===== config.mk =====
export PLATFORM = sky130hd
export DESIGN_NAME = pipe_addsub
export DESIGN_NICKNAME = d
export VERILOG_FILES = /design/src/rtl/pipe_addsub.sv
export SDC_FILE = /design/constraint.sdc
export NUM_CORES = 1
export LEC_CHECK = 0
export ABC_AREA = 1
export BUFFER_PORTS_ARGS = -buffer_cell sky130_fd_sc_hd__buf_2
export CAP_MARGIN = 5
export CORE_ASPECT_RATIO = 1.5
export CORE_MARGIN = 2
export CORE_UTILIZATION = 40
export DETAILED_ROUTE_END_ITERATION = 8
export HOLD_SLACK_MARGIN = 0.05
export SLEW_MARGIN = 25
export SYNTH_ARGS = -nofsm -noshare
export SYNTH_HDL_FRONTEND = slang
export SYNTH_SLANG_ARGS = --single-unit

===== constraint.sdc =====
create_clock -name clk -period 7.4 [get_ports clk]
set_clock_uncertainty 0.05 [all_clocks]
set_input_delay 0.74 -clock clk [delete_from_list [all_inputs] [get_ports clk]]
set_output_delay 0.74 -clock clk [all_outputs]
set_load 0.01 [all_outputs]

===== src/rtl/pipe_addsub.sv =====
// Segmented pipelined WIDTH-bit adder/subtractor: one SEG-bit segment is resolved per stage.
// Define PIPE_ADDSUB_SAT_EN to saturate the result on signed overflow.
module pipe_addsub #(
  parameter int WIDTH = 32,
  parameter int SEG   = 8
) (
  input  logic             clk,
  input  logic             reset,
  input  logic             in_valid,
  output logic             in_ready,
  input  logic [WIDTH-1:0] num1,
  input  logic [WIDTH-1:0] num2,
  input  logic             cin,
  input  logic             sub,
  output logic             out_valid,
  input  logic             out_ready,
  output logic [WIDTH-1:0] sum,
  output logic             cout,
  output logic             ovf
);
  localparam int STAGES = WIDTH / SEG;

  logic w_en;

  // The whole pipe shifts together; it may advance whenever the output slot is free or being drained.
  assign w_en     = ~out_valid | out_ready;
  assign in_ready = w_en;

  for (genvar k = 0; k < STAGES; k++) begin : g_st
    localparam int UW = WIDTH - k * SEG;
    localparam int SW = (k + 1) * SEG;

    logic          w_v;
    logic          w_c;
    logic [UW-1:0] w_a;
    logic [UW-1:0] w_b;
    logic [SEG:0]  w_seg;
    logic [SW-1:0] w_s;
    logic [SW-1:0] w_s_nx;
    logic          r_v;
    logic          r_c;
    logic [SW-1:0] r_s;

    if (k == 0) begin : g_head
      // Subtraction is num1 + ~num2 + !cin.
      assign w_v = in_valid;
      assign w_a = num1;
      assign w_b = sub ? ~num2 : num2;
      assign w_c = cin ^ sub;
      assign w_s = w_seg[SEG-1:0];
    end else begin : g_body
      assign w_v = g_st[k-1].r_v;
      assign w_a = g_st[k-1].g_fwd.r_a;
      assign w_b = g_st[k-1].g_fwd.r_b;
      assign w_c = g_st[k-1].r_c;
      assign w_s = {w_seg[SEG-1:0], g_st[k-1].r_s};
    end

    assign w_seg = {1'b0, w_a[SEG-1:0]} + {1'b0, w_b[SEG-1:0]} + {{SEG{1'b0}}, w_c};

    if (k < STAGES - 1) begin : g_fwd
      logic [UW-SEG-1:0] r_a;
      logic [UW-SEG-1:0] r_b;

      assign w_s_nx = w_s;

      always_ff @(posedge clk or posedge reset) begin
        if (reset) begin
          r_a <= '0;
          r_b <= '0;
        end else if (w_en) begin
          r_a <= w_a[UW-1:SEG];
          r_b <= w_b[UW-1:SEG];
        end
      end
    end else begin : g_tail
      logic w_c_msb;
      logic w_ovf;
      logic r_ovf;

      assign w_c_msb = w_a[UW-1] ^ w_b[UW-1] ^ w_seg[SEG-1];
      assign w_ovf   = w_c_msb ^ w_seg[SEG];
`ifdef PIPE_ADDSUB_SAT_EN
      assign w_s_nx = w_ovf ? {w_a[UW-1], {(SW-1){~w_a[UW-1]}}} : w_s;
`else
      assign w_s_nx = w_s;
`endif

      always_ff @(posedge clk or posedge reset) begin
        if (reset) begin
          r_ovf <= 1'b0;
        end else if (w_en) begin
          r_ovf <= w_ovf;
        end
      end
    end

    // Empty slots shift through like full ones, so bubbles are never collapsed.
    always_ff @(posedge clk or posedge reset) begin
      if (reset) begin
        r_v <= 1'b0;
        r_c <= 1'b0;
        r_s <= '0;
      end else if (w_en) begin
        r_v <= w_v;
        r_c <= w_seg[SEG];
        r_s <= w_s_nx;
      end
    end
  end

  assign out_valid = g_st[STAGES-1].r_v;
  assign sum       = g_st[STAGES-1].r_s;
  assign cout      = g_st[STAGES-1].r_c;
  assign ovf       = g_st[STAGES-1].g_tail.r_ovf;

endmodule


==> After elaboration in Yosys (flattened, before gate mapping) <==
Index checks and enable logic that the tools add are counted.
Widths: inputs -> output; s select.
{ "totals": {"in_bits": 70, "reg_bits": 185, "out_inout_bits": 36} }
{ "classes": {"addsub": 8, "bitwise": 7, "muxes": 1} }
{ "ops": {"columns": ["cell", "count"], "rows": [
  ["$add 8x8->9", 4],
  ["$add 9x1->9", 4],
  ["$mux 32", 1],
  ["$not 32->32", 1],
  ["$xor 1x1->1", 4],
  ["$not 1->1", 1],
  ["$or 1x1->1", 1]
]} }

==> Longest topological paths before layout <==
Gate-level depths: netlist of the first run.
{ "logic_depth": {"depth_word": 4, "ltp_mapped": 12} }

==> Least setup slack after synthesis of the first run <==
Ideal clock, no wire load.
{ "synth_path": {"kind": "input-to-reg", "from": "input sub", "to": "register g_st[0].r_s[6]", "path_stages": 12, "arrival_time_ns": 2.302, "n_path_buf": 2, "setup_slack_ns": 4.930, "cell_sequence": "buf_4 buf_4 xor2_1 fa_1 inv_1 fa_1 inv_1 nand4_1 nand3_1 nand2_1 nand3_1 nand2_1"} }
{ "synth_between": {"elab_chain_len": 3, "elab_cells_between_ends": 4} }
{ "synth_rtl": {"columns": ["element", "line_no", "text"], "rows": [
  ["from (decl)", "14", "input logic sub,"],
  ["$mux 32", "48", "assign w_b = sub ? ~num2 : num2;"],
  ["$add 8x8->9", "59", "assign w_seg = {1'b0, w_a[SEG-1:0]} + {1'b0, w_b[SEG-1:0]} + {{SEG{1'b0}}, w_c};"],
  ["$add 9x1->9 (*)", "59", null],
  ["to (signal assigned)", "107", "r_s <= w_s_nx;"],
  ["to (decl)", "42", "logic [SW-1:0] r_s;"]
]} }
Every way passes the cells marked *; elsewhere a longest branch is shown, timed or not.
A chain may end at the register's enable or synchronous reset.

==> Final worst setup path of the first run <==
{ "layout_path": {"from": "input out_ready", "to": "output in_ready"} }
{ "layout_between": {"elab_chain_len": 1} }
{ "layout_rtl": {"columns": ["element", "line_no", "text"], "rows": [
  ["from (decl)", "16", "input logic out_ready,"],
  ["$or 1x1->1", "26", "assign w_en = ~out_valid | out_ready;"],
  ["to (decl)", "10", "output logic in_ready,"]
]} }
Every way passes these cells.

==> results of run 1 <==
[per-layer routing]
| layer | global-route usage, % | routed length (um) |
|---|---|---|
| met1 | 20.8 | 7960 |
| met2 | 24.6 | 7860 |
| met3 | 3.11 | 412 |
| met4 | 5.77 | 305 |
| met5 | 0 | 0 |
[path summary, 6_finish.rpt]
kind,from,end,slack [ns]
worst max-delay path,out_ready,in_ready,4.24
worst min-delay path,reset,sum[21],0.37
worst max register to register,out_valid,g_st[0].r_s[3],4.75
worst min register to register,g_st[0].g_fwd.r_b[11],g_st[1].g_fwd.r_b[3],0.41
max in group asynchronous,reset,g_st[0].r_s[6],5.79
min in group clk,g_st[0].g_fwd.r_b[11],g_st[1].g_fwd.r_b[3],0.41
[placed cells by master, fill, tap and decap left out, types with 2 or more instances in the layout]
master / count
a211oi_1: 3
a21oi_1: 16
and2_1: 2
buf_2: 105
clkbuf_16: 17
clkbuf_8: 3
clkinv_2: 5
clkinvlp_4: 3
dfrtp_1: 185
fa_1: 8
ha_1: 28
inv_1: 80
nand2_1: 385
nand3_1: 28
nand3b_1: 6
nand4_1: 6
nor2_1: 22
o21ai_0: 98
o21ai_1: 20
o22ai_1: 2
or2_1: 3
xnor2_1: 30
xor2_1: 9
[worst max-delay path: stages]
cell	delay, ns
buf_2	0.11
nor2_4	0.11
buf_12	0.53
inv_4	0.47
buf_2	0.28
[kinds of logic (layout without fill, tap and decap cells)]
group | after synthesis | in the layout | share of synthesized area [%]
compound gates | 139 | 139 | 8.26
xor+xnor | 39 | 39 | 4.00
fa+ha+maj | 36 | 36 | 5.98
buf+inv | 126 | 222 | 6.46
flops | 185 | 185 | 54.2
simple gates | 454 | 454 | 21.1
[sequential cells by signal (all words and copies together), names as in the netlist]
name / flops
ovf: 1
out_valid: 1
sum: 32
g_st.g_fwd.r_b: 48
g_st.r_c: 3
g_st.r_v: 3
g_st.g_fwd.r_a: 48
g_st.r_s: 48
cout: 1
[cells in the mapped netlist (3+ instances only)]
library cell and count:
nand2_1 385, dfrtp_1 185, o21ai_0 98, inv_1 81
buf_2 30, xnor2_1 30, ha_1 28, nand3_1 28
nor2_1 22, o21ai_1 20, a21oi_1 16, xor2_1 9
fa_1 8, buf_4 7, nand3b_1 6, nand4_1 6
clkbuf_1 5, a211oi_1 3, or2_1 3
[area by class of cell]
class                   count  area (um^2)
flip-flops and latches    185         4630
inverters                  82          318
repair buffers            108          564
fillers                  2105        11200
clock inverters            11         95.1
clock buffers              21          470
well taps                 268          335
multi-input cells         668         3360
[power groups by stage]
stage	clock, mW	sequential, mW	combinational [mW]
after floorplan	0	1.70	1.12
after global placement	0	1.72	1.47
after detailed placement	0	1.72	1.50
after CTS	0.893	1.71	1.51
after global routing	0.938	1.76	1.74
final	0.867	1.70	1.48
[through the flow]
| stage | std cells | hold slack, ns |
|---|---|---|
| after floorplan | 979 | 0.390 |
| after global placement | 1311 | 0.402 |
| after detailed placement | 1311 | 0.401 |
| after CTS | 1343 | 0.419 |
| after global routing | 1343 | 0.436 |
| final | 1343 | 0.372 |
==> metrics.yaml, run 1 <==
grt_pass1_vias: 5906
p_leak_nw: 5.03
postPlaceCellArea_mm2: 0.00920
slew_violations: 0
cp_max_fo: 223
port_buffers: 105
post_cts_buffers: 0
yosysSeqAreaShare_pct: 54.2
grt_max_degree: 224
num_antenna_cells: 0
seq_power_share_pct: 42.0
critPathCaptureType: "primary output"
synthTopCellsByArea: "dfrtp_1 54%, nand2_1 17%, o21ai_0 5.7%, ha_1 4.1%, inv_1 3.6%"
routed_wl_um: 16500
dr.pass1.iters: 6
pwr-share-comb_pct: 36.6
detail-route-antenna-nets: 0
cts-buffers-inserted: 17
ys.flop_type: "dfrtp_1"
syn_nets: 1085
vias: 6186
core_mm2: 0.0210
hold_class: "primary input to async pin"
critPathLaunchType: "primary input"
critical_path_class: "primary input to primary output"
final_util_pct: 46.6
fin_nets: 1168
required_ns: 6.61
clock_latency_ns: 0.43
grt_overflow: 0
p_switching_mw: 1.52
status: "finished clean"
hold_violations: 0
die_area_mm2: 0.0226
final_cell_area_mm2: 0.00977
rsz0062_at_grt: "false"
p_int_mw: 2.53
yosys.area.top_type: "dfrtp_1"
syn_area_per_cell_um2: 8.72
routabilityCongestion: 0.772
drcViolationCount: 0
setup_ws_ns: 4.24
cts_sinks: 185
hold_buffers: 0
synth_area_mm2: 0.00854
die_y_um: 183
finalCritPeriodShare_pct: 42.7
fp-row-count: 65
h-tree-depth: 4
syn2layout_area_growth_pct: 14.4
cts_root_buf: "clkbuf_16"
via_per_inst: 4.61
maxCapViolCount: 0
hpwl_um: 10800
slew_headroom_pct: 35.2
drt-initial-drc-count: 435
p_sw_share_pct: 37.5
clkTransAtPathRegs_ns: 0.06
synth_edf_count: 0
initial_core_util_pct: 40.7
finalSetupTns_ns: 0
p_per_area_mw_per_mm2: 415
reg2regPathDepth: 7
syn_inst: 979
grt_pass1_wl_um: 27700
period_minus_slack_ns: 3.16
tightest_slew_ns: 0.972
drive_above_1_share_pct: 13.3
cts_tree: "built"
yosysWarnings: 0
ctsResizeCount: 0
ys_ff_latch: 185
ys_types: 25
ios: 106
die_w_um: 123
synthArstFlopShare_pct: 100
grt_usage_pct: 15.5
antenna_found_initial: 0
wire_per_inst_um: 12.3
dp_slack_ns: 4.20
ir_drop_mv: 0.188
power_frac_clock_pct: 21.4
p_total_mw: 4.05
fmax_mhz: 316
crit_arrival_ns: 2.37
setup_violations: 0
max-clock-path-buffers: 2
yosys.area.top_type_share_pct: 54.2
Power figures use the tool's default switching activity.
==> inputs of run 2 (changes only) <==
==> constraint.sdc (replaced) <==
create_clock -name clk -period 2.7 [get_ports clk]
set_clock_uncertainty 0.05 [all_clocks]
set_input_delay 0.27 -clock clk [delete_from_list [all_inputs] [get_ports clk]]
set_output_delay 0.27 -clock clk [all_outputs]
set_load 0.01 [all_outputs]
==> run 2 against run 1 <==
Effect of this change:
- worst setup slack lost 3.6 ns
- die area unchanged
- clock power rose to 2.8 times the previous value
- clock-buffer cell count decreased by 4
- power rose to 2.8 times the previous value
- global-route usage is 0.48 points higher
- sequential cell count unchanged
- non-clock buffer count rose by 33
- sequential share of layout area shrank 1.7 points
- combinational power rose to 2.8 times the previous value
- critical path type is now flop to flop
- highest routed layer unchanged
==> metrics.yaml, run 2 (synthesized netlist as in run 1, its figures left out) <==
status: "finished clean"
grt_overflow: 0  # unchanged
cts_sinks: 185  # unchanged
post_cts_buffers: 0  # unchanged
cts_tree: "built"
clock_latency_ns: 0.43  # about the same
critPathCaptureType: "flop"
critPathLaunchType: "flop"
die_area_mm2: 0.0226  # unchanged
critPathCapture: "ovf"
hpwl_um: 11400  # +5.7%
final_cell_mix: "385 x nand2_1, 185 x dfrtp_1, 105 x buf_2"
routabilityCongestion: 0.822  # +6.5%
h-tree-depth: 4  # unchanged
cts-buffers-inserted: 17  # unchanged
slew_headroom_pct: 53.3  # +18 points
ir_drop_mv: 0.569  # +200%
die_w_um: 123  # unchanged
rsz0062_at_grt: "false"
crit_start: "g_st[2].r_c"
routed_wl_um: 17100  # +3.1%
ios: 106  # unchanged
grt_max_degree: 149  # -33%
required_ns: 2.97  # -3.64 ns
critPathBufInv: 0  # -4
fp-row-count: 65  # unchanged
clkTransAtPathRegs_ns: 0.08  # +0.02 ns
finalSetupTns_ns: 0  # unchanged
detail-route-antenna-nets: 0  # unchanged
max-clock-path-buffers: 2  # unchanged
p_leak_nw: 5.19  # +3.2%
period_minus_slack_ns: 2.03
antenna_found_initial: 0  # unchanged
grt_usage_pct: 15.9  # +0.48 points
initial_core_util_pct: 40.7  # unchanged
grt_pass1_vias: 6008  # +1.7%
num_antenna_cells: 0  # unchanged
vias: 6322  # +2.2%
r2r_start: "g_st[2].r_c"
die_y_um: 183  # unchanged
hold_violations: 0  # unchanged
cpPeakStageDelay_ns: 0.47  # -0.06 ns
slew_violations: 0  # unchanged
ctsResizeCount: 0  # unchanged
wire_per_inst_um: 12.4  # +0.65%
crit_cells: 8  # +3
dr.pass1.iters: 5  # -1
crit_path_top_delay_cell: "fa_1"
p_per_area_mw_per_mm2: 1110  # +170%
reg2reg_to: "ovf"
whs_ns: 0.0643  # -0.307 ns
cts_root_buf: "clkbuf_16"
final_common_cell: "nand2_1"
finalCritPeriodShare_pct: 75.2
maxCapViolCount: 0  # unchanged
setup_violations: 0  # unchanged
syn2layout_area_growth_pct: 18.7
top_regs: "g_st.g_fwd.r_a x48, g_st.g_fwd.r_b x48, g_st.r_s x48"
p_total_mw: 11.2  # +180%
cp_top_family: "adder cells"
drive_above_1_share_pct: 13.6  # +0.33 points
drcViolationCount: 0  # unchanged
cp_max_fo: 4  # -98%
drt-initial-drc-count: 359  # -17%
critical_path_class: "flop to flop"
path_cells: "fa_1 > fa_1 > nand3_1 > nand2_1 > a21oi_1 > nand2_1 > nand3_1 > nand2_1"
hold_class: "primary input to flop"
port_buffers: 105  # unchanged
tightest_slew_ns: 0.700  # -0.272 ns
fmax_mhz: 493
reg2regPathDepth: 8  # +1
via_per_inst: 4.59  # -0.25%
crit_top_cell: "nand2_1"
fin_nets: 1201  # +2.8%
rrSetupSlack_ns: 0.67  # -4.08 ns
grt_pass1_wl_um: 28600  # +3.2%
crit_arrival_ns: 2.30  # -0.07 ns
core_mm2: 0.0210  # unchanged
-- run 2: cell types whose count changed in the layout (fill, tap and decap cells not counted), sizes merged --
cell         change
clkinv           -2
clkinvlp         -1
bufinv           -1
dlygate4sd3     +26
buf              +7
clkbuf           -4
inv              +8
-- run 2: cell type report --
type | count | area [um^2]
inverters | 82 | 314
multi-input cells | 668 | 3360
clock buffers | 17 | 425
well taps | 268 | 335
fillers | 2073 | 10800
clock inverters | 15 | 153
repair buffers | 141 | 923
flip-flops and latches | 185 | 4630
-- run 2: worst min-delay path, delay by kind of cell --
kind	cells	cell delay (ns)
buf+inv	1	0.08
compound gates	1	0.06
xor+xnor	1	0.10
-- run 2: stage by stage --
step                      cell area (um^2)  instances  util, %  setup slack, ns
final                                10100       1376     48.3            0.670
after global routing                 10100       1376     48.3            0.503
after CTS                            10100       1375     48.3            0.619
after detailed placement              9300       1318     44.3            0.673
after global placement                9300       1318     44.3            0.700
after floorplan                       8540        979        -          0.00148
-- run 2: power by group --
part	switching, mW	internal (mW)
Sequential	0.616	4.01
Clock	1.18	1.24
Combinational	2.54	1.65
Total	4.34	6.89
-- run 2: repair_timing --
item	4_1_cts	5_1_grt
hold buffers	25	1
endpoints found under the setup margin	0	0
hold endpoints to repair	48	1
-- run 2: per-layer routing --
layer / wire length [um] / vias to the layer above / global-route usage [%]
li1: - / 3310 / -
met1: 8010 / 2913 / 21.8
met2: 8300 / 83 / 25.1
met3: 434 / 16 / 3.14
met4: 315 / 0 / 5.82
met5: 0 / - / 0
-- run 2: how the worst min path moves through the flow --
stage / from / endpoint / slack [ns] / cells past startpoint
6_report: num2[29] / g_st[0].g_fwd.r_b[21] / 0.06 / 3
5_1_grt: num2[30] / g_st[0].g_fwd.r_b[22] / 0.07 / 3
4_1_cts: num1[16] / g_st[0].g_fwd.r_a[8] / 0.05 / 3
3_5_place_dp: reset / sum[16] / 0.36 / 2
3_3_place_gp: reset / sum[24] / 0.36 / 2
2_1_floorplan: num1[8] / g_st[0].g_fwd.r_a[0] / 0.33 / 2
==> inputs of run 3 (changes only) <==
==> constraint.sdc (replaced) <==
create_clock -name clk -period 1.93 [get_ports clk]
set_clock_uncertainty 0.05 [all_clocks]
set_input_delay 0.193 -clock clk [delete_from_list [all_inputs] [get_ports clk]]
set_output_delay 0.193 -clock clk [all_outputs]
set_load 0.01 [all_outputs]
==> run 3 against run 2 <==
Effect of this change:
- worst setup slack got worse by 0.60 ns
- critical path depth decreased by 1
- die area unchanged
- clock power rose by 54%
==> metrics.yaml, run 3 (synthesized netlist as in run 1, its figures left out) <==
top_regs: "g_st.g_fwd.r_a x48, g_st.g_fwd.r_b x48, g_st.r_s x48"
dr.pass1.iters: 4  # -1
critPathLaunchType: "flop"
vias: 6474  # +2.4%
finalCritPeriodShare_pct: 96.4  # +21 points
slew_violations: 0  # unchanged
p_leak_nw: 5.36  # +3.3%
drive_above_1_share_pct: 14.7  # +1.0 points
core_mm2: 0.0210  # unchanged
fin_nets: 1232  # +2.6%
clkTransAtPathRegs_ns: 0.07  # about the same
fp-row-count: 65  # unchanged
period_minus_slack_ns: 1.86  # -0.170 ns
wire_per_inst_um: 12.4  # +0.14%
critical_path_class: "flop to flop"
routed_wl_um: 17500  # +2.4%
crit_arrival_ns: 2.12  # -0.18 ns
cp_max_fo: 4  # unchanged
dp_slack_ns: -0.0662  # -0.740 ns
drcViolationCount: 0  # unchanged
die_area_mm2: 0.0226  # unchanged
max-clock-path-buffers: 2  # unchanged
rsz0062_at_grt: "true"
ir_drop_mv: 0.787  # +38%
port_buffers: 105  # unchanged
p_per_area_mw_per_mm2: 1550  # +40%
fmax_mhz: 537  # +9.1%
hold_violations: 0  # unchanged
final_common_cell: "nand2_1"
ios: 106  # unchanged
required_ns: 2.19  # -0.78 ns
cts_root_buf: "clkbuf_16"
initial_core_util_pct: 40.7  # unchanged
cts_sinks: 185  # unchanged
slew_headroom_pct: 64.6  # +11 points
h-tree-depth: 4  # unchanged
grt_pass1_vias: 6157  # +2.5%
cts-buffers-inserted: 17  # unchanged
maxCapViolCount: 0  # unchanged
hpwl_um: 11300  # -0.64%
cts_tree: "built"
grt_overflow: 0  # unchanged
die_w_um: 123  # unchanged
finalSetupTns_ns: 0  # unchanged
setup_violations: 0  # unchanged
num_antenna_cells: 0  # unchanged
clock_latency_ns: 0.43  # about the same
syn2layout_area_growth_pct: 23.4
grt_pass1_wl_um: 29400  # +2.8%
critPathCaptureType: "flop"
detail-route-antenna-nets: 0  # unchanged
antenna_found_initial: 0  # unchanged
drt-initial-drc-count: 476  # +33%
final_cell_mix: "384 x nand2_1, 185 x dfrtp_1, 105 x buf_2"
routabilityCongestion: 0.799  # -2.8%
grt_usage_pct: 16.4  # +0.42 points
tightest_slew_ns: 0.532  # -0.169 ns
die_y_um: 183  # unchanged
grt_max_degree: 96  # -36%
setup_ws_ns: 0.0695  # -0.600 ns
status: "finished clean"
via_per_inst: 4.60  # +0.15%
hold_class: "primary input to flop"
[run 3: final timing paths]
check,from,endpoint,slack (ns),cells after the start
setup / recovery,g_st[2].g_fwd.r_b[0],sum[28],0.07,7
hold / removal,num1[7],g_st[0].r_c,0.16,4
setup reg to reg,g_st[2].g_fwd.r_b[0],sum[28],0.07,7
hold reg to reg,g_st[2].r_s[9],sum[9],0.42,2
max in group asynchronous,reset,g_st[2].g_fwd.r_b[3],0.99,4
min in group asynchronous,reset,g_st[2].r_s[16],0.40,4
[run 3: cell type report]
type	count	area, um^2
fillers	2043	10400
flip-flops and latches	185	4630
multi-input cells	668	3390
repair buffers	172	1240
clock buffers	18	439
well taps	268	335
inverters	82	314
clock inverters	14	196
[run 3: timing repair]
action	CTS	global route
gates resized for setup	4	10
setup buffers	0	2
hold buffers	49	1
hold endpoints to repair	233	1
endpoints found under the setup margin	3	10
pin swaps	0	7
[run 3: power by group]
| group | total, mW | switching [mW] | internal, mW | leakage, nW |
|---|---|---|---|---|
| Combinational | 6.16 | 3.65 | 2.50 | 2.81 |
| Sequential | 6.50 | 0.893 | 5.61 | 2.24 |
| Clock | 3.73 | 1.59 | 2.14 | 0.315 |
| Total | 16.4 | 6.14 | 10.2 | 5.36 |
[run 3: per-stage QoR]
| stage | power (mW) | hold slack (ns) | utilization (%) | std cells | cell area [um^2] |
|---|---|---|---|---|---|
| finish | 16.4 | 0.160 | 50.2 | 1407 | 10500 |
| floorplan | 10.8 | 0.253 | - | 979 | 8540 |
| CTS | 16.5 | 0.0514 | 50.0 | 1404 | 10500 |
| detailed placement | 12.6 | 0.351 | 44.6 | 1323 | 9350 |
| global route | 17.9 | 0.191 | 50.2 | 1407 | 10500 |
| global placement | 12.4 | 0.343 | 44.6 | 1323 | 9350 |
[run 3: layer usage]
metal	GRT usage, %	wire length, um
met4	6.09	337
met5	0	0
met1	21.6	8120
met3	3.39	432
met2	26.4	8580
[run 3: worst max-delay path, stage by stage, from the launching register on]
cell,delay [ns]
dfrtp_1,0.41
fa_2,0.42
fa_2,0.38
nand3_2,0.09
nand2_4,0.07
buf_4,0.14
xnor2_1,0.12
o21ai_1,0.07
